[src/rtl/avg_threshold_detector_if.sv]
// rtl/avg_threshold_detector_if.sv - sample/threshold/status bundle for avg_threshold_detector; THRESH_DURATION_EN adds dur_o
interface avg_threshold_detector_if #(
  parameter int DATA_WIDTH  = 8,
  parameter int COUNT_WIDTH = 8
);
  logic [DATA_WIDTH-1:0]  avg_i;
  logic                   avg_valid_i;
  logic [DATA_WIDTH-1:0]  thr_high_i;
  logic [DATA_WIDTH-1:0]  thr_low_i;
  logic                   clear_i;
  logic                   level_o;
  logic                   rise_o;
  logic                   fall_o;
  logic [DATA_WIDTH-1:0]  peak_o;
  logic [COUNT_WIDTH-1:0] event_cnt_o;
  logic                   cfg_err_o;
`ifdef THRESH_DURATION_EN
  logic [15:0]            dur_o;
`endif

  // producer side: drives samples and configuration, observes status
  modport master (
    output avg_i, avg_valid_i, thr_high_i, thr_low_i, clear_i,
`ifdef THRESH_DURATION_EN
    input  dur_o,
`endif
    input  level_o, rise_o, fall_o, peak_o, event_cnt_o, cfg_err_o
  );

  // detector side
  modport slave (
    input  avg_i, avg_valid_i, thr_high_i, thr_low_i, clear_i,
`ifdef THRESH_DURATION_EN
    output dur_o,
`endif
    output level_o, rise_o, fall_o, peak_o, event_cnt_o, cfg_err_o
  );
endinterface

[src/rtl/avg_threshold_detector.sv]
// rtl/avg_threshold_detector.sv - hysteresis comparator with N-sample confirmation, peak and rise count; THRESH_DURATION_EN adds high-episode duration
module avg_threshold_detector #(
  parameter int DATA_WIDTH    = 8,
  parameter int CONFIRM_COUNT = 3,
  parameter int COUNT_WIDTH   = 8
) (
  input  logic                      clk,
  input  logic                      reset,
  avg_threshold_detector_if.slave   bus
);

  typedef enum logic [1:0] {
    LOW       = 2'd0,
    PEND_HIGH = 2'd1,
    HIGH      = 2'd2,
    PEND_LOW  = 2'd3
  } state_t;

  localparam logic [3:0] CONFIRM = 4'(CONFIRM_COUNT);

  state_t                 state_q, state_d;
  logic [3:0]             cnt_q, cnt_d;
  logic                   level_q, level_d;
  logic                   rise_q, rise_d;
  logic                   fall_q, fall_d;
  logic [DATA_WIDTH-1:0]  peak_q, peak_d;
  logic [COUNT_WIDTH-1:0] evt_q, evt_d;
  logic                   cfg_err_q;

  logic                   qual_high;
  logic                   qual_low;
  logic [3:0]             cnt_inc;
  logic [DATA_WIDTH-1:0]  peak_max;
  logic [COUNT_WIDTH-1:0] evt_inc;

`ifdef THRESH_DURATION_EN
  logic [15:0]            dur_cnt_q, dur_cnt_d;
  logic [15:0]            dur_q, dur_d;
  logic [15:0]            dur_inc;
`endif

  assign qual_high = (bus.avg_i >= bus.thr_high_i);
  assign qual_low  = (bus.avg_i <= bus.thr_low_i);
  assign cnt_inc   = cnt_q + 4'd1;
  assign peak_max  = (bus.avg_i > peak_q) ? bus.avg_i : peak_q;
  assign evt_inc   = (&evt_q) ? evt_q : evt_q + COUNT_WIDTH'(1);
`ifdef THRESH_DURATION_EN
  assign dur_inc   = (&dur_cnt_q) ? dur_cnt_q : dur_cnt_q + 16'd1;
`endif

  // next-state: clear beats a config error, which freezes sample processing
  always_comb begin
    state_d = state_q;
    cnt_d   = cnt_q;
    peak_d  = peak_q;
    evt_d   = evt_q;
    rise_d  = 1'b0;
    fall_d  = 1'b0;
`ifdef THRESH_DURATION_EN
    dur_cnt_d = dur_cnt_q;
    dur_d     = dur_q;
`endif
    if (bus.clear_i) begin
      state_d = LOW;
      cnt_d   = 4'd0;
      peak_d  = '0;
      evt_d   = '0;
`ifdef THRESH_DURATION_EN
      dur_cnt_d = 16'd0;
      dur_d     = 16'd0;
`endif
    end else if (!cfg_err_q && bus.avg_valid_i) begin
`ifdef THRESH_DURATION_EN
      // every valid sample consumed while the level is high counts toward the episode
      if (state_q == HIGH || state_q == PEND_LOW) begin
        dur_cnt_d = dur_inc;
      end
`endif
      unique case (state_q)
        LOW: begin
          if (qual_high) begin
            if (CONFIRM == 4'd1) begin
              state_d = HIGH;
              cnt_d   = 4'd0;
            end else begin
              state_d = PEND_HIGH;
              cnt_d   = 4'd1;
            end
          end
        end
        PEND_HIGH: begin
          if (qual_high) begin
            if (cnt_inc == CONFIRM) begin
              state_d = HIGH;
              cnt_d   = 4'd0;
            end else begin
              cnt_d   = cnt_inc;
            end
          end else begin
            state_d = LOW;
            cnt_d   = 4'd0;
          end
        end
        HIGH: begin
          peak_d = peak_max;
          if (qual_low) begin
            if (CONFIRM == 4'd1) begin
              state_d = LOW;
              cnt_d   = 4'd0;
            end else begin
              state_d = PEND_LOW;
              cnt_d   = 4'd1;
            end
          end
        end
        PEND_LOW: begin
          peak_d = peak_max;
          if (qual_low) begin
            if (cnt_inc == CONFIRM) begin
              state_d = LOW;
              cnt_d   = 4'd0;
            end else begin
              cnt_d   = cnt_inc;
            end
          end else begin
            state_d = HIGH;
            cnt_d   = 4'd0;
          end
        end
        default: begin
          state_d = LOW;
          cnt_d   = 4'd0;
        end
      endcase

      // entry to HIGH from the low side: pulse, count, and restart the peak
      if (state_d == HIGH && (state_q == LOW || state_q == PEND_HIGH)) begin
        rise_d = 1'b1;
        evt_d  = evt_inc;
        peak_d = bus.avg_i;
`ifdef THRESH_DURATION_EN
        dur_cnt_d = 16'd0;
`endif
      end

      // entry to LOW from the high side
      if (state_d == LOW && (state_q == HIGH || state_q == PEND_LOW)) begin
        fall_d = 1'b1;
`ifdef THRESH_DURATION_EN
        dur_d  = dur_inc;
`endif
      end
    end
    level_d = (state_d == HIGH) || (state_d == PEND_LOW);
  end

  // state and output registers; the config check runs even during clear
  always_ff @(posedge clk) begin
    if (reset) begin
      state_q   <= LOW;
      cnt_q     <= 4'd0;
      level_q   <= 1'b0;
      rise_q    <= 1'b0;
      fall_q    <= 1'b0;
      peak_q    <= '0;
      evt_q     <= '0;
      cfg_err_q <= 1'b0;
`ifdef THRESH_DURATION_EN
      dur_cnt_q <= 16'd0;
      dur_q     <= 16'd0;
`endif
    end else begin
      state_q   <= state_d;
      cnt_q     <= cnt_d;
      level_q   <= level_d;
      rise_q    <= rise_d;
      fall_q    <= fall_d;
      peak_q    <= peak_d;
      evt_q     <= evt_d;
      cfg_err_q <= (bus.thr_low_i >= bus.thr_high_i);
`ifdef THRESH_DURATION_EN
      dur_cnt_q <= dur_cnt_d;
      dur_q     <= dur_d;
`endif
    end
  end

  assign bus.level_o     = level_q;
  assign bus.rise_o      = rise_q;
  assign bus.fall_o      = fall_q;
  assign bus.peak_o      = peak_q;
  assign bus.event_cnt_o = evt_q;
  assign bus.cfg_err_o   = cfg_err_q;
`ifdef THRESH_DURATION_EN
  assign bus.dur_o       = dur_q;
`endif

endmodule

[src/flat_wrapper.sv]
// flat-port wrapper written by rule: the top's interface ports become plain ports
module avg_threshold_detector_flat 
#(
  parameter int DATA_WIDTH    = 8,
  parameter int CONFIRM_COUNT = 3,
  parameter int COUNT_WIDTH   = 8
)
  (clk, reset, bus_avg_i, bus_avg_valid_i, bus_thr_high_i, bus_thr_low_i, bus_clear_i, bus_level_o, bus_rise_o, bus_fall_o, bus_peak_o, bus_event_cnt_o, bus_cfg_err_o);
  avg_threshold_detector_if #(.DATA_WIDTH(DATA_WIDTH), .COUNT_WIDTH(COUNT_WIDTH)) bus_i ();
  input  logic clk;
  input  logic reset;
  input wire logic [$bits(bus_i.avg_i)-1:0] bus_avg_i;
  input wire logic [$bits(bus_i.avg_valid_i)-1:0] bus_avg_valid_i;
  input wire logic [$bits(bus_i.thr_high_i)-1:0] bus_thr_high_i;
  input wire logic [$bits(bus_i.thr_low_i)-1:0] bus_thr_low_i;
  input wire logic [$bits(bus_i.clear_i)-1:0] bus_clear_i;
  output wire logic [$bits(bus_i.level_o)-1:0] bus_level_o;
  output wire logic [$bits(bus_i.rise_o)-1:0] bus_rise_o;
  output wire logic [$bits(bus_i.fall_o)-1:0] bus_fall_o;
  output wire logic [$bits(bus_i.peak_o)-1:0] bus_peak_o;
  output wire logic [$bits(bus_i.event_cnt_o)-1:0] bus_event_cnt_o;
  output wire logic [$bits(bus_i.cfg_err_o)-1:0] bus_cfg_err_o;
  assign bus_i.avg_i = bus_avg_i;
  assign bus_i.avg_valid_i = bus_avg_valid_i;
  assign bus_i.thr_high_i = bus_thr_high_i;
  assign bus_i.thr_low_i = bus_thr_low_i;
  assign bus_i.clear_i = bus_clear_i;
  assign bus_level_o = bus_i.level_o;
  assign bus_rise_o = bus_i.rise_o;
  assign bus_fall_o = bus_i.fall_o;
  assign bus_peak_o = bus_i.peak_o;
  assign bus_event_cnt_o = bus_i.event_cnt_o;
  assign bus_cfg_err_o = bus_i.cfg_err_o;
  avg_threshold_detector #(.DATA_WIDTH(DATA_WIDTH), .CONFIRM_COUNT(CONFIRM_COUNT), .COUNT_WIDTH(COUNT_WIDTH)) u_core (.clk(clk), .reset(reset), .bus(bus_i));
endmodule
[config.mk]
export PLATFORM = sky130hd
export DESIGN_NAME = avg_threshold_detector_flat
export DESIGN_NICKNAME = d
export VERILOG_FILES = /design/src/rtl/avg_threshold_detector_if.sv /design/src/rtl/avg_threshold_detector.sv /design/src/flat_wrapper.sv
export SDC_FILE = /design/constraint.sdc
export NUM_CORES = 1
export LEC_CHECK = 0
export CAP_MARGIN = 20
export CORE_MARGIN = 2
export CORE_UTILIZATION = 45
export CTS_CLUSTER_DIAMETER = 100
export CTS_CLUSTER_SIZE = 25
export DETAILED_ROUTE_END_ITERATION = 6
export PLACE_DENSITY = 0.78
export RECOVER_POWER = 100
export SYNTH_ARGS = -nofsm -noshare
export SYNTH_HDL_FRONTEND = slang
export SYNTH_SLANG_ARGS = --single-unit
[constraint.sdc]
create_clock -name clk -period 2.63 [get_ports clk]
set_input_delay 0.526 -clock clk [delete_from_list [all_inputs] [get_ports clk]]
set_output_delay 0.526 -clock clk [all_outputs]
set_load 0.01 [all_outputs]
==> metrics.cfg <==
[yosys]
synth_seq_cells = 26
synth_area_um2 = 1994
postSynthCellCount = 245
syn_nets = 308
syn_avg_cell_area_um2 = 8.140
ys_async_sr_fraction = 0
synth-main-ff-cell = dfxtp_1
yosysSeqAreaShare = 0.2610
ys_warn_count = 0
synthDistinctLibCells = 46
synth_edf_count = 0

[min_path]
min_path_type = register to register
whs_endpoint = u_core.bus.peak_o[2]
hold_path_depth = 2
holdCritStartpoint = u_core.bus.peak_o[2]

[power]
p_sw_mw = 0.2311
power.internal_mw = 0.7120
combPwrFrac = 0.223
leakage_nw = 1.329
swShare = 0.2451
power_density_nw_per_um2 = 329.0
clkPwrFrac = 0.354
pwr-share-seq = 0.423
peakVddDrop_v = 0.0003331

[placed_design]
dp_hpwl_um = 4016
io_buffer_count = 47
routabilityCongestion = 0.8446
dp_cells = 362

[finish]
layout-drive-gt1-share = 0.1529
antenna_cells = 0
area_growth_pct = 43.73
fin_cells = 366
final_nets = 378

[clock_network]
clk_pin_slew_ns = 0.10
cts_made_buffers = 3
cts_tree = yes
cts_buffer_depth = 2
htree_num_levels = 1
postCtsHoldBufs = 0
clock_latency_ns = 0.27
clock-sinks = 26
clockRootBuffer = clkbuf_8

[floorplanning]
pin_count = 48
num_rows = 24
die_y_um = 70.58
die_area_um2 = 4981
core_area_um2 = 4324
die_w_um = 70.58
start_util = 0.4612

[timing]
finalCritPeriodShare = 0.9815
setup_viol = 0
max_slew.worst_pin.slew_ns = 0.4514
fmax_ghz = 0.3874
slew-limit-headroom = 0.6967
layout_min_cycle_time_ns = 2.581
slew_violations = 0
hold_slack_ns = 0.4922
worst_clock_skew_ns = 0.01046
hold_viol_final = 0

[critical_path]
r2r_start = u_core.cnt_q[0]
crit_type = input pin to register
cp-start-kind = input pin
cpMaxStageDelayCell = or4_4
arrival_ns = 2.80
rr_endpoint = u_core.bus.event_cnt_o[5]
crit_required_ns = 2.85
r2r_cells = 8
path_cells = clkdlybuf4s50_1 -> ha_1 -> nand2b_4 -> a2111oi_2 -> o311a_1 -> or3_4 -> or4_4 -> a21oi_2
end_kind = register
crit_fanout = 4
max_stage_delay_ns = 0.49
r2r_slack_ns = 0.23

[routing]
routedWlPerCell_um = 14.05
ant_nets = 0
drt_pass1_iterations = 4
drt-total-wl_um = 5141
vias_per_cell = 5.598
drtIter0Drc = 113
drc = 0
num_vias = 2049

[global_route]
first_global_vias = 1909
track_usage = 0.1986
grt_max_degree = 22
antenna_found_initial = 0
grt.overflow.total = 0
grt_pass1_wl_um = 8300

[outcome]
status = complete, no violations

[flow_run]
maxCapViolCount = 0

[per-layer routing]
layer	part of all wire	GRT usage	vias up	routed length (um)
li1	-	-	1044	-
met5	0	0	-	0
met2	0.50	0.3637	50	2558
met4	0.0078	0.02516	0	40
met3	0.046	0.02849	4	235
met1	0.45	0.2555	951	2305
[Yosys cell counts (3+ instances only)]
library cell / number / area (um2)
a211o_1: 3 / 26.28
a21oi_1: 21 / 105.1
o21ai_0: 14 / 70.07
dfxtp_1: 26 / 520.5
a31oi_1: 3 / 18.77
clkbuf_1: 5 / 18.77
inv_1: 30 / 112.6
nand4_1: 8 / 50.05
nor2_1: 15 / 56.30
o211ai_1: 4 / 30.03
nand3_1: 16 / 80.08
ha_1: 35 / 437.9
nand2_1: 10 / 37.54
nand2b_1: 4 / 25.02
nor2b_1: 3 / 18.77
nor3_1: 3 / 15.01
a21o_1: 3 / 22.52
and3_1: 4 / 25.02
o31ai_1: 3 / 22.52
[through the flow]
stage               total power, mW  worst slack (ns)  setup TNS (ns)  cell area [um2]  utilization
finish                       0.9431           0.04855               0             2867       0.6629
global route                 0.9885          -0.01385        -0.02170             2867       0.6629
CTS                          0.9398          -0.01666        -0.01666             2783       0.6435
detailed placement           0.6041           -0.3887          -5.998             2689       0.6218
global placement             0.5989           -0.3491          -5.398             2689       0.6218
floorplan                    0.5015            0.1209               0             1994            -
[power by group through the flow]
stage          Sequential, mW  Clock [mW]  Combinational, mW
2_1_floorplan           0.407           0             0.0941
3_3_place_gp            0.408           0              0.191
3_5_place_dp            0.408           0              0.196
4_1_cts                 0.399       0.338              0.202
5_1_grt                 0.400       0.353              0.235
6_report                0.399       0.333              0.210
[cell type report]
cell class	instances	area, um2
tap	52	65.06
clock buffer	3	41.29
inverter	30	112.6
sequential	26	520.5
fill	351	1458
multi-input combinational	182	1421
timing repair buffer	72	675.6
clock inverter	1	30.03
[sequential cells by signal, summed over array words and instances (netlist names)]
register / cells
u_core.bus.event_cnt_o: 8
u_core.bus.peak_o: 8
u_core.cnt_q: 4
u_core.state_q: 2
u_core.bus.cfg_err_o: 1
u_core.bus.fall_o: 1
u_core.bus.level_o: 1
u_core.bus.rise_o: 1
[logic make-up after synthesis]
family                     count (synthesis)  synth area share
muxes                                      1          0.005019
and+or+nand+nor                           75            0.2020
AOI/OAI and AO/OA                         69            0.2328
buffers and inverters                     37           0.07089
xor gates and xnor gates                   2          0.008785
adders and majority gates                 35            0.2196
DFF                                       26            0.2610
[how the worst max path moves through the flow]
stage                            from                   endpoint  slack (ns)
global route        bus_thr_high_i[0]  u_core.bus.event_cnt_o[5]       -0.01
global placement         bus_avg_i[0]            u_core.cnt_q[2]       -0.35
floorplan           bus_thr_high_i[3]  u_core.bus.event_cnt_o[4]        0.12
detailed placement       bus_avg_i[0]          u_core.state_q[0]       -0.39
CTS                 bus_thr_high_i[3]  u_core.bus.event_cnt_o[5]       -0.02
finish              bus_thr_high_i[0]  u_core.bus.event_cnt_o[5]        0.05
[critical path, delay by kind of cell]
kind                     cells  cell delay [ns]
buffers and inverters        1             0.45
adder cells (fa/ha/maj)      1             0.31
AND/OR/NAND/NOR              3             1.00
AO/OA/AOI/OAI                3             0.51
[layout by cell type (no fill, tap or decap), drive strengths merged, types with 8 or more instances in the layout]
master / n
a21oi: 21
o21ai: 14
inv: 30
dfxtp: 26
dlygate4sd3: 22
buf: 22
nand4: 8
ha: 35
nand2: 10
nand3: 17
nor2: 15
dlymetal6s2s: 10
clkdlybuf4s50: 15
[what timing repair did]
item                                    in CTS  in global routing
endpoints found under the setup margin       7                 12
pin swaps                                    4                  7
setup buffers                                0                  0
cloned                                       0                  0
endpoints found under the hold margin        0                  0
gates resized for setup                      5                 23
Power figures use the tool's default switching activity.
